===== src/rtl/ibex_ascon_perm_ctrl.sv =====
// Multi-cycle controller driving an external combinational Ascon round datapath.
// Optional busy-cycle counter enabled by macro IBEX_ASCON_PERM_PERF_EN.
module ibex_ascon_perm_ctrl #(
    parameter int unsigned UNROLLED_ROUNDS = 1
) (
    input  logic         clk_i,
    input  logic         rst_ni,
    input  logic         req_i,
    input  logic [3:0]   rounds_i,
    input  logic [319:0] state_i,
    output logic         gnt_o,
    output logic         valid_o,
    input  logic         ready_i,
    output logic [319:0] state_o,
    output logic         err_o,
    output logic         busy_o,
    output logic         dp_en_o,
    output logic [319:0] dp_state_o,
    output logic [7:0]   dp_rc_o,
    output logic [2:0]   dp_rounds_o,
    input  logic [319:0] dp_state_i,
    output logic [31:0]  perf_cycles_o
);

    typedef enum logic [1:0] {IDLE, RUN, DONE} fsm_e;

    localparam logic [3:0] U = 4'(UNROLLED_ROUNDS);

    fsm_e         fsm_q, fsm_d;
    logic [319:0] st_q;
    logic [3:0]   a_q, k_q;
    logic         err_q;
    logic         gnt, legal;
    logic [3:0]   rem, step, k_nxt, h;

    always_comb begin
        rem   = a_q - k_q;
        step  = (rem < U) ? rem : U;
        k_nxt = k_q + step;
        h     = a_q + 4'd3 - k_q;
        legal = (rounds_i != 4'd0) && (rounds_i <= 4'd12);
        fsm_d = fsm_q;
        gnt   = 1'b0;
        unique case (fsm_q)
            IDLE: begin
                gnt = req_i;
                if (req_i) fsm_d = legal ? RUN : DONE;
            end
            RUN: begin
                if (k_nxt == a_q) fsm_d = DONE;
            end
            DONE: begin
                if (ready_i) begin
                    gnt   = req_i;
                    fsm_d = req_i ? (legal ? RUN : DONE) : IDLE;
                end
            end
            default: fsm_d = IDLE;
        endcase
    end

    always_ff @(posedge clk_i or negedge rst_ni) begin
        if (!rst_ni) begin
            fsm_q <= IDLE;
            st_q  <= '0;
            a_q   <= '0;
            k_q   <= '0;
            err_q <= 1'b0;
        end else begin
            fsm_q <= fsm_d;
            if (gnt) begin
                st_q  <= state_i;
                a_q   <= rounds_i;
                k_q   <= '0;
                err_q <= ~legal;
            end else if (fsm_q == RUN) begin
                st_q <= dp_state_i;
                k_q  <= k_nxt;
            end
        end
    end

    // gnt_o is forced low while reset is held so every output reads 0
    assign gnt_o       = gnt & rst_ni;
    assign busy_o      = (fsm_q != IDLE);
    assign valid_o     = (fsm_q == DONE);
    assign err_o       = valid_o & err_q;
    assign state_o     = valid_o ? st_q : '0;
    assign dp_en_o     = (fsm_q == RUN);
    assign dp_state_o  = dp_en_o ? st_q : '0;
    assign dp_rc_o     = dp_en_o ? {h, ~h} : 8'h00;
    assign dp_rounds_o = dp_en_o ? 3'(step - 4'd1) : 3'd0;

`ifdef IBEX_ASCON_PERM_PERF_EN
    logic [31:0] perf_q;

    always_ff @(posedge clk_i or negedge rst_ni) begin
        if (!rst_ni) perf_q <= '0;
        else if (busy_o) perf_q <= perf_q + 32'd1;
    end

    assign perf_cycles_o = perf_q;
`else
    assign perf_cycles_o = '0;
`endif

endmodule

===== config.mk =====
export PLATFORM = sky130hd
export DESIGN_NAME = ibex_ascon_perm_ctrl
export DESIGN_NICKNAME = d
export VERILOG_FILES = /design/src/rtl/ibex_ascon_perm_ctrl.sv
export SDC_FILE = /design/constraint.sdc
export NUM_CORES = 1
export LEC_CHECK = 0
export ABC_AREA = 1
export BUFFER_PORTS_ARGS = -buffer_cell sky130_fd_sc_hd__buf_2
export CAP_MARGIN = 5
export CORE_AREA = 8 8 519 521
export CTS_CLUSTER_SIZE = 28
export DETAILED_ROUTE_END_ITERATION = 8
export DIE_AREA = 0 0 527 529
export HOLD_SLACK_MARGIN = 0.06
export PLACE_DENSITY = 0.36
export SETUP_SLACK_MARGIN = 0.5
export SYNTH_ARGS = -nofsm -noshare
export SYNTH_HDL_FRONTEND = slang
export SYNTH_SLANG_ARGS = --single-unit

===== constraint.sdc =====
create_clock -name clk_i -period 3.75 [get_ports clk_i]
set_input_delay 0.75 -clock clk_i [delete_from_list [all_inputs] [get_ports clk_i]]
set_output_delay 0.75 -clock clk_i [all_outputs]
set_load 0.1 [all_outputs]

==> results.yml, run 1 <==
timing:
  finalSetupViolCount: 0
  max_freq_mhz: 301.1
  fin_tns_setup_ps: 0
  skew_ps: 22.11
  tightest_slew_ps: 955.7
  layout_setup_ws_ps: 429.3
  hold_viol: 0
  min_period_over_period_pct: 88.55
  rsz0062_at_grt: "true"
  maxSlewViolCount: 0
  fin_crit_ps: 3321
  slew_headroom_pct: 36.29
die:
  pin_count: 1336
  start_util_pct: 7.260
  die-area_um2: 278800
  fp.dieH_um: 529
  die_x_um: 527
  rows: 188
  coreArea_um2: 261100
cells_and_area:
  final_area_um2: 33600
  syn_to_final_growth_pct: 77.23
  fin_nets: 4548
  fill_cells: 30550
  drive_above_1_share_pct: 45.69
global_routing:
  antenna_found_initial: 223
  grt_max_degree: 139
  grt_usage_pct: 14.93
  overflow: 0
  grt_pass1_vias: 25500
  grt_pass1_wl_um: 275600
critical_path:
  crit_path_start_kind: "register"
  ff2ff_setup_slack_ps: 670
  crit_path_end_kind: "output port"
  crit_arrival_ps: 2570
  timing.rr.start: "k_q[1]$_DFFE_PN0P_"
  critPathMaxFanout: 2
  cp.required_ps: 3000
  rr_endpoint: "fsm_q[0]$_DFFE_PN0P_"
  critPathKind: "reg -> out"
  r2r_cells: 16
cts:
  clk_latency_ps: 680
  clk_path_buf_depth: 3
  clock-sinks: 331
  cts_max_level: 2
  tritoncts: "done"
  clkTransAtPathRegs_ps: 60
  root_buffer: "clkbuf_16"
  numCtsBuffers: 51
synth:
  synth.distinct_cells: 28
  yosys_warnings: 0
  avgSynthCellArea_um2: 7.052
  ys_seq_area_share_pct: 43.69
  synth_cells: 2688
  syn-cell-area_um2: 18960
  ys_ff_latch: 331
hold_path:
  hold_end: "st_q[313]$_DFFE_PN0P_"
  holdPathStages: 3
  hold_start: "state_i[313]"
  hold_path.class: "in -> reg"
run_status:
  status: "finished, final reports clean"
route:
  via_per_inst: 3.388
  num_vias: 25010
  ant_nets: 0
  drtIter0Drc: 1658
  drc: 0
  wire_per_inst_um: 29.79
  drt-pass1-iter-count: 5
  drt_wl_total_um: 219900
place:
  place_ws_ps: 449.5
  hpwl_um: 185800
  dpl_cell_area_um2: 30210
  gp_congestion: 0.9161
  io_buffers: 1303
job:
  drv_cap: 0
==> kinds of logic (layout without fill, tap and decap cells) <==
family / after synthesis / after routing / share of synthesized area [%]
AO/OA/AOI/OAI: 638 / 638 / 19.59
XOR/XNOR: 7 / 7 / 0.3234
adder cells (fa/ha/maj): 11 / 11 / 0.8449
buffers and inverters: 663 / 1871 / 14.84
flip-flops: 331 / 331 / 43.69
other: 1 / 65 / 0.01978
AND/OR/NAND/NOR: 1037 / 1038 / 20.69
==> area by class of cell <==
class | instances | area, um^2 | area share [%]
timing repair inverter | 2 | 17.52 | 0.05214
multi-input combinational | 1727 | 8957 | 26.66
sequential | 331 | 8288 | 24.67
clock buffer | 77 | 1486 | 4.424
timing repair buffer | 1358 | 8713 | 25.93
clock inverter | 16 | 170.2 | 0.5065
antenna | 32 | 80.08 | 0.2383
inverter | 418 | 1605 | 4.778
tap | 3420 | 4279 | 12.74
==> metal layers <==
| layer | global-route usage, % | vias up | share of wire [%] |
|---|---|---|---|
| met4 | 2.822 | 190 | 2.4 |
| li1 | - | 10900 | - |
| met5 | 0 | - | 0.55 |
| met1 | 16.43 | 11930 | 37 |
| met3 | 10.32 | 453 | 16 |
| met2 | 23.88 | 1545 | 44 |
==> cell usage in the layout (no fill, tap or decap), types with 18 or more instances in the layout <==
cell type	count
a21oi_1	237
buf_12	34
buf_2	928
buf_4	287
buf_6	54
clkbuf_16	53
clkbuf_4	42
conb_1	33
dfrtp_1	329
diode_2	32
inv_1	410
nand2_1	130
nor2_1	564
nor2_2	326
o211ai_1	84
o21ai_0	59
o21ai_1	18
o22ai_1	237
==> sequential cells by signal, indices dropped and copies added, names as in the netlist <==
name,cells
fsm_q,2
a_q,4
k_q,4
err_q,1
st_q,320
==> what timing repair did <==
| item | in CTS | in global routing |
|---|---|---|
| gates resized for setup | 383 | 97 |
| endpoints found under the hold margin | 12 | 0 |
| gates cloned | 7 | 0 |
| setup endpoints to repair | 623 | 95 |
| pin swaps | 10 | 6 |
| buffers inserted | 10 | 1 |
| hold buffers | 1 | 0 |
==> synthesized netlist by cell type <==
cell type | count | share of area (%)
o21ai_1 | 18 | 0.48
inv_1 | 414 | 8.2
nor2_4 | 1 | 0.059
nand2_1 | 131 | 2.6
o21ai_0 | 60 | 1.6
inv_2 | 4 | 0.079
buf_6 | 2 | 0.12
buf_1 | 3 | 0.059
buf_2 | 136 | 3.6
fa_1 | 3 | 0.32
or2_2 | 1 | 0.033
xor2_1 | 1 | 0.046
nand2_2 | 1 | 0.033
clkbuf_1 | 67 | 1.3
nand3_1 | 6 | 0.16
buf_4 | 37 | 1.5
o21a_1 | 1 | 0.040
and2_1 | 1 | 0.033
conb_1 | 1 | 0.020
o211ai_1 | 84 | 3.3
o21ai_4 | 1 | 0.086
a21oi_1 | 237 | 6.3
xnor2_1 | 6 | 0.28
nand2_4 | 1 | 0.059
nor2_1 | 895 | 18
dfrtp_1 | 331 | 44
ha_1 | 8 | 0.53
o22ai_1 | 237 | 7.8
==> per-stage QoR <==
stage / util (%) / instances / hold WS [ps]
6_report: 12.87 / 7381 / 303.6
3_3_place_gp: 11.57 / 7237 / 488.9
3_5_place_dp: 11.57 / 7237 / 495.0
2_1_floorplan: - / 2720 / 454.4
5_1_grt: 12.85 / 7359 / 242.4
4_1_cts: 12.71 / 7348 / 200.8
==> critical path, cell delays in order, from the launching register on <==
cell     delay, ps
dfrtp_1        400
inv_2           90
ha_4           210
ha_4           150
fa_2           350
xnor2_2        210
xnor2_2        150
and2_4         180
buf_12         160
==> worst max path at each step <==
stage	start	endpoint	slack [ps]	depth (start not counted)
6_report	k_q[1]$_DFFE_PN0P_	dp_rc_o[3]	430	8
5_1_grt	k_q[1]$_DFFE_PN0P_	dp_rc_o[3]	310	8
4_1_cts	k_q[1]$_DFFE_PN0P_	dp_rc_o[3]	300	8
3_5_place_dp	k_q[1]$_DFFE_PN0P_	fsm_q[0]$_DFFE_PN0P_	450	15
3_3_place_gp	k_q[1]$_DFFE_PN0P_	fsm_q[1]$_DFFE_PN0P_	260	16
2_1_floorplan	k_q[1]$_DFFE_PN0P_	dp_rounds_o[0]	330	8
Power of run 1 is left out: the tool's default activity adds up to more than one toggle a clock period on the data nets, which glitch-free logic cannot reach.
==> run 2: changes to the inputs <==
--- a/config.mk
+++ b/config.mk
@@ -8,10 +8,10 @@
 export ABC_AREA = 1
 export BUFFER_PORTS_ARGS = -buffer_cell sky130_fd_sc_hd__buf_2
 export CAP_MARGIN = 5
-export CORE_AREA = 8 8 519 521
+export CORE_AREA = 2 2 513 515
 export CTS_CLUSTER_SIZE = 28
 export DETAILED_ROUTE_END_ITERATION = 8
-export DIE_AREA = 0 0 527 529
+export DIE_AREA = 0 0 515 517
 export HOLD_SLACK_MARGIN = 0.06
 export PLACE_DENSITY = 0.36
 export SETUP_SLACK_MARGIN = 0.5
==> run 2 against run 1 <==
Sequential share of layout area fell by 1.0 points. Register-to-register slack about the same. Setup slack got worse by 160 ps. Critical endpoint unchanged.
==> results.yml, run 2 (synthesis gave the netlist of run 1 again) <==
critical_path:
  cp-startpoint: "k_q[1]$_DFFE_PN0P_"
  path_delay_family: "adder cells"
  cp.required_ps: 3000
  path_cells: "inv_2 > ha_4 > ha_4 > fa_2 > xnor2_2 > xnor2_2 > buf_6 > and2_4 > buf_12"
  crit_path_start_kind: "register"
  critPathKind: "reg -> out"
  cp_slowest_cell: "dfrtp_1"
  timing.rr.start: "k_q[1]$_DFFE_PN0P_"
  crit_cells: 9
  slowest_delay_ps: 400
  ff2ff_setup_slack_ps: 680
  r2r_cells: 16
  crit_end: "dp_rc_o[3]"
  crit_arrival_ps: 2730
  cp_num_buf_inv: 3
  critPathMaxFanout: 2
  rr_endpoint: "fsm_q[1]$_DFFE_PN0P_"
  crit_path_end_kind: "output port"
timing:
  fin_crit_ps: 3476
  maxSlewViolCount: 0
  skew_ps: 39.57
  fin_tns_setup_ps: 0
  rsz0062_at_grt: "true"
  finalSetupViolCount: 0
  tightest_slew_ps: 1225
  hold_viol: 0
  max_freq_mhz: 287.7
  min_period_over_period_pct: 92.70
  slew_headroom_pct: 18.34
global_routing:
  grt_pass1_wl_um: 250300
  grt_max_degree: 161
  antenna_found_initial: 171
  grt_usage_pct: 14.31
  overflow: 0
  grt_pass1_vias: 24040
cells_and_area:
  layout_common_cells: "buf_2 (818), nor2_1 (522), inv_1 (411)"
  multi_input_area_um2: 9120
  top_register: "st_q"
  largest_reg_flops: 320
  fill_cells: 30480
  drive_above_1_share_pct: 47.53
  syn_to_final_growth_pct: 84.92
  top_regs: "st_q: 320 flops, a_q: 4 flops, k_q: 4 flops"
  seq_area_um2: 8288
  layout_commonest_cell: "buf_2"
  fin_nets: 4587
route:
  via_per_inst: 3.310
  drtIter0Drc: 1509
  drc: 0
  num_vias: 24700
  wire_per_inst_um: 27.42
  drt_wl_total_um: 204600
  drt-pass1-iter-count: 5
  ant_nets: 0
place:
  hpwl_um: 169200
  io_buffers: 1303
  gp_congestion: 0.8961
cts:
  numCtsBuffers: 51
  clock-sinks: 331
  tritoncts: "done"
  root_buffer: "clkbuf_16"
  clkTransAtPathRegs_ps: 60
  cts_max_level: 2
  clk_latency_ps: 680
  clk_path_buf_depth: 3
die:
  fp.dieH_um: 517
  coreArea_um2: 261100
  rows: 188
  die_x_um: 515
  die-area_um2: 266300
  start_util_pct: 7.260
  pin_count: 1336
hold_path:
  hold_path.class: "in -> async"
run_status:
  status: "finished, final reports clean"
job:
  drv_cap: 0
## run 2: changes by cell type in the layout (fill, tap and decap cells not counted), moves of 6 or more
cell / before / now
buf_2: 928 / 818
diode_2: 32 / 72
clkbuf_16: 53 / 59
buf_4: 287 / 157
nor2_2: 326 / 353
clkbuf_4: 42 / 210
clkbuf_1: 17 / 6
nor2_1: 564 / 522
buf_6: 54 / 153
nor2_4: 6 / 21
clkbuf_8: 7 / 15
## run 2: how the worst min path moves through the flow
stage	depth (start not counted)	endpoint	startpoint
CTS	2	st_q[24]$_DFFE_PN0P_	rst_ni
finish	2	fsm_q[0]$_DFFE_PN0P_	rst_ni
global route	2	st_q[17]$_DFFE_PN0P_	rst_ni
global placement	1	err_q$_DFFE_PN0P_	err_q$_DFFE_PN0P_
floorplan	0	a_q[0]$_DFFE_PN0P_	rst_ni
detailed placement	1	err_q$_DFFE_PN0P_	err_q$_DFFE_PN0P_
## run 2: stage by stage
stage	util [%]	cell area [um^2]	worst slack, ps	cells	hold WS [ps]
4_1_cts	12.80	33420	170.5	7367	126.0
3_3_place_gp	11.61	30310	344.7	7261	480.2
5_1_grt	13.38	34940	148.6	7415	178.3
3_5_place_dp	11.61	30310	447.8	7261	488.3
6_report	13.43	35050	273.9	7462	172.7
2_1_floorplan	-	19900	327.7	2720	454.4
## run 2: cell type report
type                    instances  area share [%]
repair buffers               1397           28.03
multi-input cells            1727           26.02
flip-flops and latches        331           23.64
well taps                    3420           12.21
inverters                     418           4.579
clock buffers                  74           4.437
clock inverters                21          0.5247
diodes                         72          0.5140
repair inverters                2         0.04997
## run 2: repair_timing
action,4_1_cts,5_1_grt
pin swaps,5,4
hold endpoints to repair,0,0
hold buffers,0,0
resized for setup,383,451
setup buffers,6,15
cloned,5,8
setup endpoints to repair,634,470
## run 2: routing by layer
layer  part of all wire [%]  global-route usage [%]
met5                   0.33                       0
met4                    3.7                   4.182
met3                     14                   8.109
met2                     43                   22.13
met1                     39                   16.71
Power of run 2 is left out for the same reason.
